==> src/rtl/seg_pkg.sv <==
// Shared constants for the 7-segment display controller: register addresses
// and the hex-to-segment lookup table (active-high, bit order g..a).
package seg_pkg;

  localparam logic [3:0] ADDR_MODE  = 4'd8;
  localparam logic [3:0] ADDR_BLANK = 4'd9;
  localparam logic [3:0] ADDR_BLINK = 4'd10;

  localparam logic [6:0] HEX_SEG [16] = '{
    7'h3F, 7'h06, 7'h5B, 7'h4F, 7'h66, 7'h6D, 7'h7D, 7'h07,
    7'h7F, 7'h6F, 7'h77, 7'h7C, 7'h39, 7'h5E, 7'h79, 7'h71
  };

endpackage

==> src/rtl/hex_to_seg.sv <==
// Combinational hex digit decoder producing active-high segments (bit 0 = a).
module hex_to_seg
  import seg_pkg::*;
(
  input  logic [3:0] value,
  output logic [6:0] seg
);

  assign seg = HEX_SEG[value];

endmodule

==> src/rtl/seg_display_ctrl.sv <==
// Register-mapped multi-digit 7-segment controller with per-digit hex/raw
// mode, blanking and blinking; segment outputs are registered.
module seg_display_ctrl
  import seg_pkg::*;
#(
  parameter int DIGITS     = 6,
  parameter int BLINK_DIV  = 25000000,
  parameter bit ACTIVE_LOW = 1'b1
) (
  input  logic                  i_clk,
  input  logic                  i_rst,
  input  logic                  i_wr_en,
  input  logic                  i_rd_en,
  input  logic [3:0]            i_addr,
  input  logic [7:0]            i_wr_data,
  output logic [7:0]            o_rd_data,
  output logic                  o_ack,
  output logic                  o_err,
  output logic [DIGITS*7-1:0]   o_seg
);

  localparam int              CW       = $clog2(BLINK_DIV);
  localparam logic [CW-1:0]   CNT_MAX  = CW'(BLINK_DIV - 1);
  localparam logic [DIGITS*7-1:0] SEG_DARK = {(DIGITS*7){ACTIVE_LOW}};

  logic [6:0]          digit_reg [DIGITS];
  logic [DIGITS-1:0]   mode_reg, blank_reg, blink_reg;
  logic [CW-1:0]       cnt_reg;
  logic                phase_reg;
  logic                ack_reg, err_reg;
  logic [7:0]          rd_data_reg, rd_data_next;
  logic [DIGITS*7-1:0] seg_reg, seg_next;

  logic is_digit, addr_ok, req, wr_ok, rd_ok, bad;
  logic unused_wr_bit;

  assign unused_wr_bit = i_wr_data[7];

  assign is_digit = (i_addr < 4'(DIGITS));
  assign addr_ok  = is_digit || i_addr == ADDR_MODE || i_addr == ADDR_BLANK || i_addr == ADDR_BLINK;
  assign req      = i_wr_en | i_rd_en;
  assign wr_ok    = i_wr_en & addr_ok;
  // A simultaneous write wins; the read is dropped and flagged as an error.
  assign rd_ok    = i_rd_en & ~i_wr_en & addr_ok;
  assign bad      = req & (~addr_ok | (i_wr_en & i_rd_en));

  always_comb begin
    rd_data_next = '0;
    if (rd_ok) begin
      if (is_digit) begin
        for (int i = 0; i < DIGITS; i++)
          if (i_addr == 4'(i)) rd_data_next = {1'b0, digit_reg[i]};
      end else if (i_addr == ADDR_MODE) begin
        rd_data_next = 8'(mode_reg);
      end else if (i_addr == ADDR_BLANK) begin
        rd_data_next = 8'(blank_reg);
      end else begin
        rd_data_next = 8'(blink_reg);
      end
    end
  end

  always_ff @(posedge i_clk or negedge i_rst) begin
    if (!i_rst) begin
      for (int i = 0; i < DIGITS; i++) digit_reg[i] <= '0;
      mode_reg    <= '0;
      blank_reg   <= '1;
      blink_reg   <= '0;
      ack_reg     <= 1'b0;
      err_reg     <= 1'b0;
      rd_data_reg <= '0;
    end else begin
      ack_reg     <= req & ~bad;
      err_reg     <= bad;
      rd_data_reg <= rd_data_next;
      if (wr_ok) begin
        for (int i = 0; i < DIGITS; i++)
          if (i_addr == 4'(i)) digit_reg[i] <= i_wr_data[6:0];
        if (i_addr == ADDR_MODE)  mode_reg  <= i_wr_data[DIGITS-1:0];
        if (i_addr == ADDR_BLANK) blank_reg <= i_wr_data[DIGITS-1:0];
        if (i_addr == ADDR_BLINK) blink_reg <= i_wr_data[DIGITS-1:0];
      end
    end
  end

  // Blink timebase; restarting on a BLINK write keeps newly blinking digits in phase.
  always_ff @(posedge i_clk or negedge i_rst) begin
    if (!i_rst) begin
      cnt_reg   <= '0;
      phase_reg <= 1'b0;
    end else if (wr_ok && i_addr == ADDR_BLINK) begin
      cnt_reg   <= '0;
      phase_reg <= 1'b0;
    end else if (cnt_reg == CNT_MAX) begin
      cnt_reg   <= '0;
      phase_reg <= ~phase_reg;
    end else begin
      cnt_reg   <= cnt_reg + CW'(1);
    end
  end

  generate
    for (genvar gi = 0; gi < DIGITS; gi++) begin : g_digit
      logic [6:0] hex_seg, raw_seg;
      logic       dark;

      hex_to_seg u_hex (
        .value (digit_reg[gi][3:0]),
        .seg   (hex_seg)
      );

      assign raw_seg = mode_reg[gi] ? digit_reg[gi] : hex_seg;
      assign dark    = blank_reg[gi] | (blink_reg[gi] & phase_reg);
      assign seg_next[7*gi +: 7] = (dark ? 7'h00 : raw_seg) ^ {7{ACTIVE_LOW}};
    end
  endgenerate

  always_ff @(posedge i_clk or negedge i_rst) begin
    if (!i_rst) seg_reg <= SEG_DARK;
    else        seg_reg <= seg_next;
  end

  assign o_seg     = seg_reg;
  assign o_ack     = ack_reg;
  assign o_err     = err_reg;
  assign o_rd_data = rd_data_reg;

endmodule

==> config.mk <==
export PLATFORM = sky130hd
export DESIGN_NAME = seg_display_ctrl
export DESIGN_NICKNAME = d
export VERILOG_FILES = /design/src/rtl/seg_pkg.sv /design/src/rtl/hex_to_seg.sv /design/src/rtl/seg_display_ctrl.sv
export SDC_FILE = /design/constraint.sdc
export NUM_CORES = 1
export LEC_CHECK = 0
export ABC_AREA = 1
export BUFFER_PORTS_ARGS = -buffer_cell sky130_fd_sc_hd__buf_4
export CAP_MARGIN = 25
export CELL_PAD_IN_SITES_DETAIL_PLACEMENT = 2
export CELL_PAD_IN_SITES_GLOBAL_PLACEMENT = 2
export CORE_MARGIN = 3
export CORE_UTILIZATION = 35
export DETAILED_ROUTE_END_ITERATION = 6
export HOLD_SLACK_MARGIN = 0.1
export PLACE_DENSITY_LB_ADDON = 0.1
export SETUP_SLACK_MARGIN = 0.05
export SLEW_MARGIN = 5
export SYNTH_ARGS = -nofsm -noshare
export SYNTH_HDL_FRONTEND = slang
export SYNTH_SLANG_ARGS = --single-unit
==> constraint.sdc <==
create_clock -name i_clk -period 2.1 [get_ports i_clk]
set_clock_uncertainty 0.05 [all_clocks]
set_input_delay 0.105 -clock i_clk [delete_from_list [all_inputs] [get_ports i_clk]]
set_output_delay 0.105 -clock i_clk [all_outputs]
set_load 0.005 [all_outputs]
==> impl_results.md <==
* Clock root buffer master: clkbuf_16
* Worst min path class: input port to register
* Worst VDD drop at 0.0004334 V
* Yosys Warn Count at 0
* Post-synth EDFFs at 0
* Synth Cell Area at 7556 um^2
* Top_reg_cell synth: dfrtp_1
* # IOs at 68
* Reg clk slew, reported paths at 0.06 ns
* RSZ-0062 raised after global routing: false
* Worst-skew pair later-pin latency at 0.43 ns
* Layout cells sized above 1 at 15.29%
* Synth area leader: dfrtp_1
* Yosys cell types at 36
* Die height at between 150 and 200 um
* Via count at 7129
* Longest Clk Path Bufs at 2
* Synth top cells by count: 249 x nand2_1, 126 x o21ai_0, 116 x inv_1
* Reg2reg path depth at 9
* Hold Vio Cnt, Final at 0
* Post-DP HPWL at about 19 mm
* CP Max Fanout at 6
* Clk sinks at ~140
* Placed cell areas at 8368 um^2
* Tmin final at 1.920 ns
* Drt wl/cell at 19.49 um
* Antenna violations before repair at 1
* Via count of the first global-routing pass at 7615
* Post-Synthesis Cells at ~1000
* CP Capture Type: register
* P_leak at 4.237 nW
* Yosys reg bits at 137
* Initial Util at 35.83%
* GRT Total Usage at 23.06%
* Worst-margin pin slew at between 0.6 and 0.7 ns
* GP Congestion at 0.8507
* Maximum clock rate at 520.8 MHz
* Power per cell area at 1169 nW/um^2
* WL final at 26.38 mm
* Startpoint type of the worst setup path: register
* Final instance area at 9101 um^2
* Core box area at between 20000 and 25000 um^2
* Die area at ~23000 um^2
* Htree depth at 4
* Via density at between 5 and 6
* Seq/Total Area, Yosys at 46.17%
* Row cnt at 53
* Largest net degree at the start of global routing at 59
* WP data required at 2.37 ns
* CTS tree: yes
* Post-CTS Setup Bufs at 0
* Final nets at 1113
* First-pass GRT wire length at 42.98 mm
* Antenna Nets Post-Route at 0
* Status: completed
* Area growth, synth to finish at 20.45%
* Total power draw at 0.01064 W
* Syn avg cell area at 7.648 um^2
* CP Data Arrival Time at 2.19 ns
* MaxCap Viol Count at 0
* Count leader, synth: nand2_1
* Setup Viol. Count Final at 0
* Post-synth top area share at 29.48%
* Drt first pass iters at 4
* Post-synth ARST share at 100.0%
* Max_slew headroom at about three fifths
* Max-slew violation count at 0
* PortBufs at 65
* Die W at 152.9 um
* Critical setup path kind: register to register
* Hold Path Depth at 7
* Drt initial violations at 291
* R2R setup slack at 0.18 ns
* Fin util at 43.16%
* Synth top area cells: dfrtp_1 29%, dfstp_2 17%, nand2_1 12%, o21ai_0 8.3%, inv_1 5.8%
* Total negative slack at 0 ns
* Final period util at 91.44%
* Net Count, Synth at about 1000
* DRC errors left at 0
* Number of diodes at 0
* CTS Buf Count at 17
* GR Overflow Total at 0
-- kinds of logic (layout without fill, tap and decap cells) --
family,Yosys count,after routing,synth area share (%)
adder cells (fa/ha/maj),31,31,5.133
buffers and inverters,148,239,8.048
other,1,1,0.04963
AO/OA/AOI/OAI,221,221,15.88
XOR/XNOR,7,7,0.8114
flip-flops,137,137,46.17
AND/OR/NAND/NOR,443,443,23.91
-- layout make-up --
class / instances / area, um^2
inverter: 119 / 446.7
fill: 2440 / 11990
tap: 275 / 344.1
clock inverter: 12 / 198.9
sequential: 137 / 3488
clock buffer: 20 / 446.7
multi-input combinational: 703 / 3467
timing repair buffer: 88 / 709.4
-- critical path: stages (launching register included) --
cell,delay [ns]
dfrtp_1,0.38
ha_2,0.24
nand2_1,0.08
nor2_1,0.16
nand4_1,0.11
nor2_1,0.24
nand2_2,0.19
buf_4,0.21
nand3_1,0.08
nand2_1,0.06
-- path summary, 6_finish.rpt --
| path | startpoint | endpoint |
|---|---|---|
| setup / recovery | cnt_reg[1] | phase_reg |
| hold / removal | i_addr[3] | o_rd_data[4] |
| setup reg to reg | cnt_reg[1] | phase_reg |
| hold reg to reg | digit_reg[13] | o_seg[34] |
| max in group asynchronous | i_rst | o_seg[23] |
| min in group asynchronous | i_rst | cnt_reg[8] |
-- power by group --
part / internal [W] / leakage, nW / switching (W) / total (W)
Clock: 0.00214 / 0.314 / 0.00122 / 0.00336
Combinational: 0.00124 / 2.27 / 0.00169 / 0.00293
Sequential: 0.00363 / 1.65 / 0.000730 / 0.00436
-- cells in the final DEF, fill, tap and decap left out, types with 5 or more instances in the layout --
cell type	count
o211ai_1	14
nor3_1	8
clkbuf_16	17
dlygate4sd3_1	8
a21oi_1	63
nand2_1	248
inv_1	116
bufinv_16	5
xor2_1	6
ha_1	30
nand3_1	52
nand4_1	19
nor2_1	110
buf_4	77
o21ai_0	126
dfrtp_1	89
dfstp_2	48
-- what timing repair did --
item | in CTS | in global routing
gates resized for setup | 0 | 3
hold endpoints to repair | 98 | 0
setup endpoints to repair | 0 | 14
hold buffers | 8 | 0
-- per-stage QoR --
step / setup WS, ns / std cells / hold slack [ns]
after CTS: 0.09370 / 1354 / 0.1002
after floorplan: 0.4407 / 988 / -0.2406
final: 0.1799 / 1354 / 0.1137
after detailed placement: 0.1390 / 1314 / 0.1034
after global routing: 0.05195 / 1354 / 0.1326
after global placement: 0.1963 / 1314 / 0.09965
-- per-layer routing --
| layer | share of wire, % | track usage, % | vias up |
|---|---|---|---|
| met5 | 0 | 0 | - |
| met4 | 1.5 | 5.770 | 0 |
| met3 | 4.1 | 3.511 | 28 |
| met2 | 49 | 39.35 | 108 |
| met1 | 45 | 30.90 | 3621 |
| li1 | - | - | 3372 |
(Power assumes the default switching activity.)
